### src/rtl/stopwatch_chain.sv
// rtl/stopwatch_chain.sv - BCD stopwatch: centisecond prescaler feeding a ces/sec/min counter chain
// Adds run/pause, clear, lap freeze, minute range limit and wrap/saturate overflow.
module stopwatch_chain #(
  parameter int DIV     = 10000,
  parameter int MAX_MIN = 59,
  parameter int WRAP    = 1
) (
  input  logic       clk,
  input  logic       rst_n,
  input  logic       run,
  input  logic       clr,
  input  logic       lap,
  output logic [3:0] min_X0,
  output logic [3:0] min_0X,
  output logic [3:0] sec_X0,
  output logic [3:0] sec_0X,
  output logic [3:0] ces_X0,
  output logic [3:0] ces_0X,
  output logic       held,
  output logic       overflow,
  output logic       sec_tick
);

  localparam int             PW       = (DIV > 1) ? $clog2(DIV) : 1;
  localparam logic [PW-1:0]  PRE_LAST = PW'(DIV - 1);
  localparam logic [3:0]     MAX_T    = 4'(MAX_MIN / 10);
  localparam logic [3:0]     MAX_U    = 4'(MAX_MIN % 10);

  // Digit order, LSB first: ces_0X, ces_X0, sec_0X, sec_X0, min_0X, min_X0
  logic [5:0][3:0] live_q, live_d, snap_q, snap_d, live_inc;
  logic [PW-1:0]   pre_q, pre_d;
  logic            held_q, held_d;
  logic            ovf_q, ovf_d;
  logic            sec_tick_q, sec_tick_d;
  logic            tick, at_term, carry;

  assign tick    = run && (pre_q == PRE_LAST);
  assign at_term = (live_q[3:0] == 16'h5999) && (live_q[5] == MAX_T) && (live_q[4] == MAX_U);

  // Plain BCD increment; the terminal value is handled separately so minutes never exceed MAX_MIN
  always_comb begin
    live_inc = live_q;
    carry    = 1'b1;
    for (int k = 0; k < 4; k++) begin
      if (carry) begin
        if (live_q[k] == ((k == 3) ? 4'd5 : 4'd9)) begin
          live_inc[k] = 4'd0;
        end else begin
          live_inc[k] = live_q[k] + 4'd1;
          carry       = 1'b0;
        end
      end
    end
    if (carry) begin
      if (live_q[4] == 4'd9) begin
        live_inc[4] = 4'd0;
        live_inc[5] = live_q[5] + 4'd1;
      end else begin
        live_inc[4] = live_q[4] + 4'd1;
      end
    end
  end

  always_comb begin
    pre_d      = pre_q;
    live_d     = live_q;
    snap_d     = snap_q;
    held_d     = held_q;
    ovf_d      = ovf_q;
    sec_tick_d = 1'b0;

    if (run) begin
      pre_d = (pre_q == PRE_LAST) ? '0 : pre_q + 1'b1;
    end

    if (tick) begin
      if (at_term) begin
        ovf_d = 1'b1;
        if (WRAP != 0) begin
          live_d     = '0;
          sec_tick_d = 1'b1;
        end
      end else begin
        live_d     = live_inc;
        sec_tick_d = (live_inc[3:2] != live_q[3:2]);
      end
    end

    // Snapshot takes the pre-edge live value, so a tick on the same edge is not captured
    if (lap) begin
      if (!held_q) begin
        snap_d = live_q;
        held_d = 1'b1;
      end else begin
        held_d = 1'b0;
      end
    end

    if (clr) begin
      pre_d      = '0;
      live_d     = '0;
      snap_d     = '0;
      held_d     = 1'b0;
      ovf_d      = 1'b0;
      sec_tick_d = 1'b0;
    end
  end

  always_ff @(posedge clk or negedge rst_n) begin
    if (!rst_n) begin
      pre_q      <= '0;
      live_q     <= '0;
      snap_q     <= '0;
      held_q     <= 1'b0;
      ovf_q      <= 1'b0;
      sec_tick_q <= 1'b0;
    end else begin
      pre_q      <= pre_d;
      live_q     <= live_d;
      snap_q     <= snap_d;
      held_q     <= held_d;
      ovf_q      <= ovf_d;
      sec_tick_q <= sec_tick_d;
    end
  end

  assign {min_X0, min_0X, sec_X0, sec_0X, ces_X0, ces_0X} = held_q ? snap_q : live_q;
  assign held     = held_q;
  assign overflow = ovf_q;
  assign sec_tick = sec_tick_q;

endmodule

### config.mk
export PLATFORM = sky130hd
export DESIGN_NAME = stopwatch_chain
export DESIGN_NICKNAME = d
export VERILOG_FILES = /design/src/rtl/stopwatch_chain.sv
export SDC_FILE = /design/constraint.sdc
export NUM_CORES = 1
export LEC_CHECK = 0
export BUFFER_PORTS_ARGS = -buffer_cell sky130_fd_sc_hd__buf_4
export CAP_MARGIN = 20
export CELL_PAD_IN_SITES_DETAIL_PLACEMENT = 1
export CELL_PAD_IN_SITES_GLOBAL_PLACEMENT = 2
export CORE_UTILIZATION = 38
export CTS_CLUSTER_SIZE = 10
export DETAILED_ROUTE_END_ITERATION = 8
export MAX_ROUTING_LAYER = met4
export PLACE_DENSITY_LB_ADDON = 0.08
export SLEW_MARGIN = 5
export SYNTH_ARGS = -nofsm -noshare
export SYNTH_HDL_FRONTEND = slang
export SYNTH_SLANG_ARGS = --single-unit
### constraint.sdc
create_clock -name clk -period 2.42 [get_ports clk]
set_clock_uncertainty 0.05 [all_clocks]
set_input_delay 0.121 -clock clk [delete_from_list [all_inputs] [get_ports clk]]
set_output_delay 0.121 -clock clk [all_outputs]
set_load 0.02 [all_outputs]
==> results.json <==
{
  "path_class": "reg -> reg",
  "arrival_ps": 2510,
  "synth_area_leaders": "dfrtp_1 (47%), mux2i_1 (7.2%), mux2_2 (5.8%), nor2_1 (5.0%), ha_1 (4.7%)",
  "p_int_mw": 1.83,
  "hp-start": "clr",
  "synthSimpleGateAreaFrac_pct": 20.3,
  "core_area_um2": 8810,
  "synth_top_area_cell": "dfrtp_1",
  "grt_usage_pct": 19.2,
  "dp_slack_ps": 93.1,
  "rsz0062_at_grt": "no",
  "swShare_pct": 24.6,
  "hold_end": "snap_q[0]$_DFFE_PN0P_",
  "yosys_warnings": 0,
  "ys_async_sr_fraction_pct": 100,
  "r2r-end": "live_q[22]$_DFFE_PN0P_",
  "fin_ws_ps": 146,
  "die_y_um": 97.8,
  "io_pins": 32,
  "hold_class": "in -> reg",
  "ys_top_cells_by_count": "dfrtp_1 (65), nor2_1 (46), nand2_1 (30), mux2i_1 (25)",
  "r2r_start": "pre_q[11]$_DFFE_PN0P_",
  "drt_iter0_markers": 77,
  "hpwl_um": 5600,
  "port_buffers": 31,
  "via_count": 2717,
  "relSlewSlack_pct": 43.4,
  "grtUsageMet3_pct": 3.08,
  "antenna_found_initial": 0,
  "required_ps": 2650,
  "die-area_um2": 9560,
  "synth-compound-area-share_pct": 8.79,
  "synth_cell_type_count": 45,
  "num_antenna_cells": 0,
  "outcome": "finished with violations",
  "tightestPinTransition_ps": 849,
  "die_w_um": 97.8,
  "synth_top_family_by_area": "simple AND/OR/NAND/NOR gates",
  "areaGrowthSynthToFinish_pct": 19.9,
  "synth_edf_count": 0,
  "hold_viol": 0,
  "synth_most_common_cell": "dfrtp_1",
  "synthXorXnorAreaFrac_pct": 3.77,
  "maxCapViolations": 0,
  "setup_viol": 0,
  "synth-seq-area-share_pct": 46.6,
  "nets": 409,
  "grt_use_met2_pct": 30.3,
  "cts.sinks": 65,
  "drc_errors": 6,
  "syn_inst": 348,
  "seqPwrFrac_pct": 46.7,
  "ant_nets": 0,
  "cts_tree": "yes",
  "gp_congestion": 0.733,
  "start_util_pct": 39.6,
  "violations": "DRC",
  "clk_pin_slew_ps": 70,
  "period_needed_ps": 2270,
  "drv_slew": 0,
  "power.density_nw_per_um2": 581,
  "crit_path_max_fanout": 6,
  "grt_max_degree": 66,
  "cp-start-kind": "flop",
  "multi_input_area_um2": 1780,
  "busiest_layer": "met2",
  "rows": 34,
  "n_fill_cell": 1014,
  "regArea_um2": 1630,
  "grt_use_met1_pct": 24.8,
  "yosysTopAreaCellShare_pct": 46.6,
  "htree_levels": 3,
  "crit_path_start": "pre_q[11]$_DFFE_PN0P_",
  "ys_ff_latch": 65,
  "p_comb_share_pct": 9.1,
  "synth.avg_cell_area_um2": 10.0,
  "wl_per_cell_um": 16.1,
  "ys.flop_type": "dfrtp_1",
  "vias_per_cell": 5.39,
  "holdPathStages": 2,
  "switching_power_mw": 0.597,
  "timing.setup.tns_ps": 0,
  "synth.net_count": 366,
  "grt_pass1_vias": 2839,
  "vdd_drop_max_uv": 239,
  "reg2reg_depth": 7,
  "drive_above_1_share_pct": 22.2,
  "clkPwrFrac_pct": 44.2,
  "clk_path_buf_depth": 2,
  "cts_buffers": 9,
  "gr-total-overflow": 0,
  "leakagePower_nw": 1.98,
  "grt_pass1_wl_um": 14100,
  "drt-total-wl_um": 8100,
  "end_kind": "flop",
  "fmax_mhz": 440,
  "synth_fa_ha_area_share_pct": 4.66,
  "cts_root_buffer": "clkbuf_8",
  "muxShareOfSynthArea_pct": 13.0,
  "insertion_delay_ps": 340,
  "finalCritPeriodShare_pct": 94.0,
  "firstDrtPassIters": 6,
  "netlist_area_um2": 3490,
  "rrSetupSlack_ps": 150
}
through the flow:
stage / cells / total power, mW / hold slack (ps) / instance area [um2] / util [%]
floorplan: 348 / 1.29 / -225 / 3490 / -
global placement: 485 / 1.38 / 252 / 3900 / 44.3
detailed placement: 485 / 1.38 / 237 / 3900 / 44.3
CTS: 503 / 2.47 / 78.1 / 4150 / 47.1
global route: 504 / 2.55 / 80.1 / 4180 / 47.5
finish: 504 / 2.43 / 88.4 / 4180 / 47.5
cells by family (layout without fill, tap and decap cells):
kind of cell    after synthesis  count (layout)
simple gates                138             138
flops                        65              65
compound gates               48              48
mux                          43              43
buf+inv                      26              74
xor+xnor                     15              15
fa+ha+maj                    13              13
placed cells by master (no fill, tap or decap), types with 2 or more instances in the layout:
cell type / n
a21o_1: 3
a21oi_1: 13
a31oi_1: 3
and3_1: 5
and3b_1: 3
buf_4: 45
bufinv_16: 2
clkbuf_8: 11
clkinvlp_4: 2
dfrtp_1: 65
dlygate4sd3_1: 2
ha_1: 13
inv_1: 10
mux2_2: 18
mux2i_1: 25
nand2_1: 30
nand3_1: 15
nand3b_1: 6
nand4_1: 3
nor2_1: 46
nor3_1: 3
nor4_1: 2
nor4_4: 2
o21ai_0: 18
o32ai_1: 2
or3_1: 10
or4_1: 3
xnor2_1: 5
xor2_1: 10
power groups by stage:
stage | combinational (mW) | sequential (mW) | clock [mW]
6_report | 0.222 | 1.13 | 1.07
5_1_grt | 0.251 | 1.14 | 1.16
4_1_cts | 0.230 | 1.13 | 1.11
3_5_place_dp | 0.226 | 1.16 | 0
3_3_place_gp | 0.222 | 1.16 | 0
2_1_floorplan | 0.139 | 1.15 | 0
per-layer routing:
| metal | part of all wire [%] | vias up |
|---|---|---|
| li1 | - | 1311 |
| met1 | 48 | 1366 |
| met2 | 48 | 29 |
| met3 | 2.1 | 11 |
| met4 | 1.4 | 0 |
| met5 | 0 | - |
how the worst max path moves through the flow:
stage                     slack [ps]  cells past startpoint                endpoint
after floorplan                  200                      5   live_q[5]$_DFFE_PN0P_
after global placement           160                      6   live_q[8]$_DFFE_PN0P_
after detailed placement          90                      7  live_q[18]$_DFFE_PN0P_
after CTS                         70                      7  live_q[18]$_DFFE_PN0P_
after global routing              20                      7   live_q[3]$_DFFE_PN0P_
final                            150                      7  live_q[22]$_DFFE_PN0P_
flip-flops by register name, summed over array words and instances (netlist names):
register and cells:
live_q 24, snap_q 24, pre_q 14, held 1, overflow 1, sec_tick 1
cell type report:
type                            instances  area share [%]
Inverter                               10           0.897
Multi-Input combinational cell        257            42.7
Clock inverter                          4            1.79
Tap cell                              108            3.23
Sequential cell                        65            38.9
Clock buffer                           12            3.71
Timing Repair Buffer                   48            8.82
timing repair:
item	4_1_cts	5_1_grt
hold endpoints to repair	66	0
setup endpoints to repair	0	9
buffers inserted	0	1
hold buffers	2	0
resized for setup	0	5
critical path: stages, from the launching register on:
cell	delay, ps
dfrtp_1	410
or4bb_4	570
nor4_4	330
buf_4	160
a31oi_1	110
buf_4	190
nor4b_1	280
a21o_1	110
Note: power is estimated with default switching activity, not from simulation.
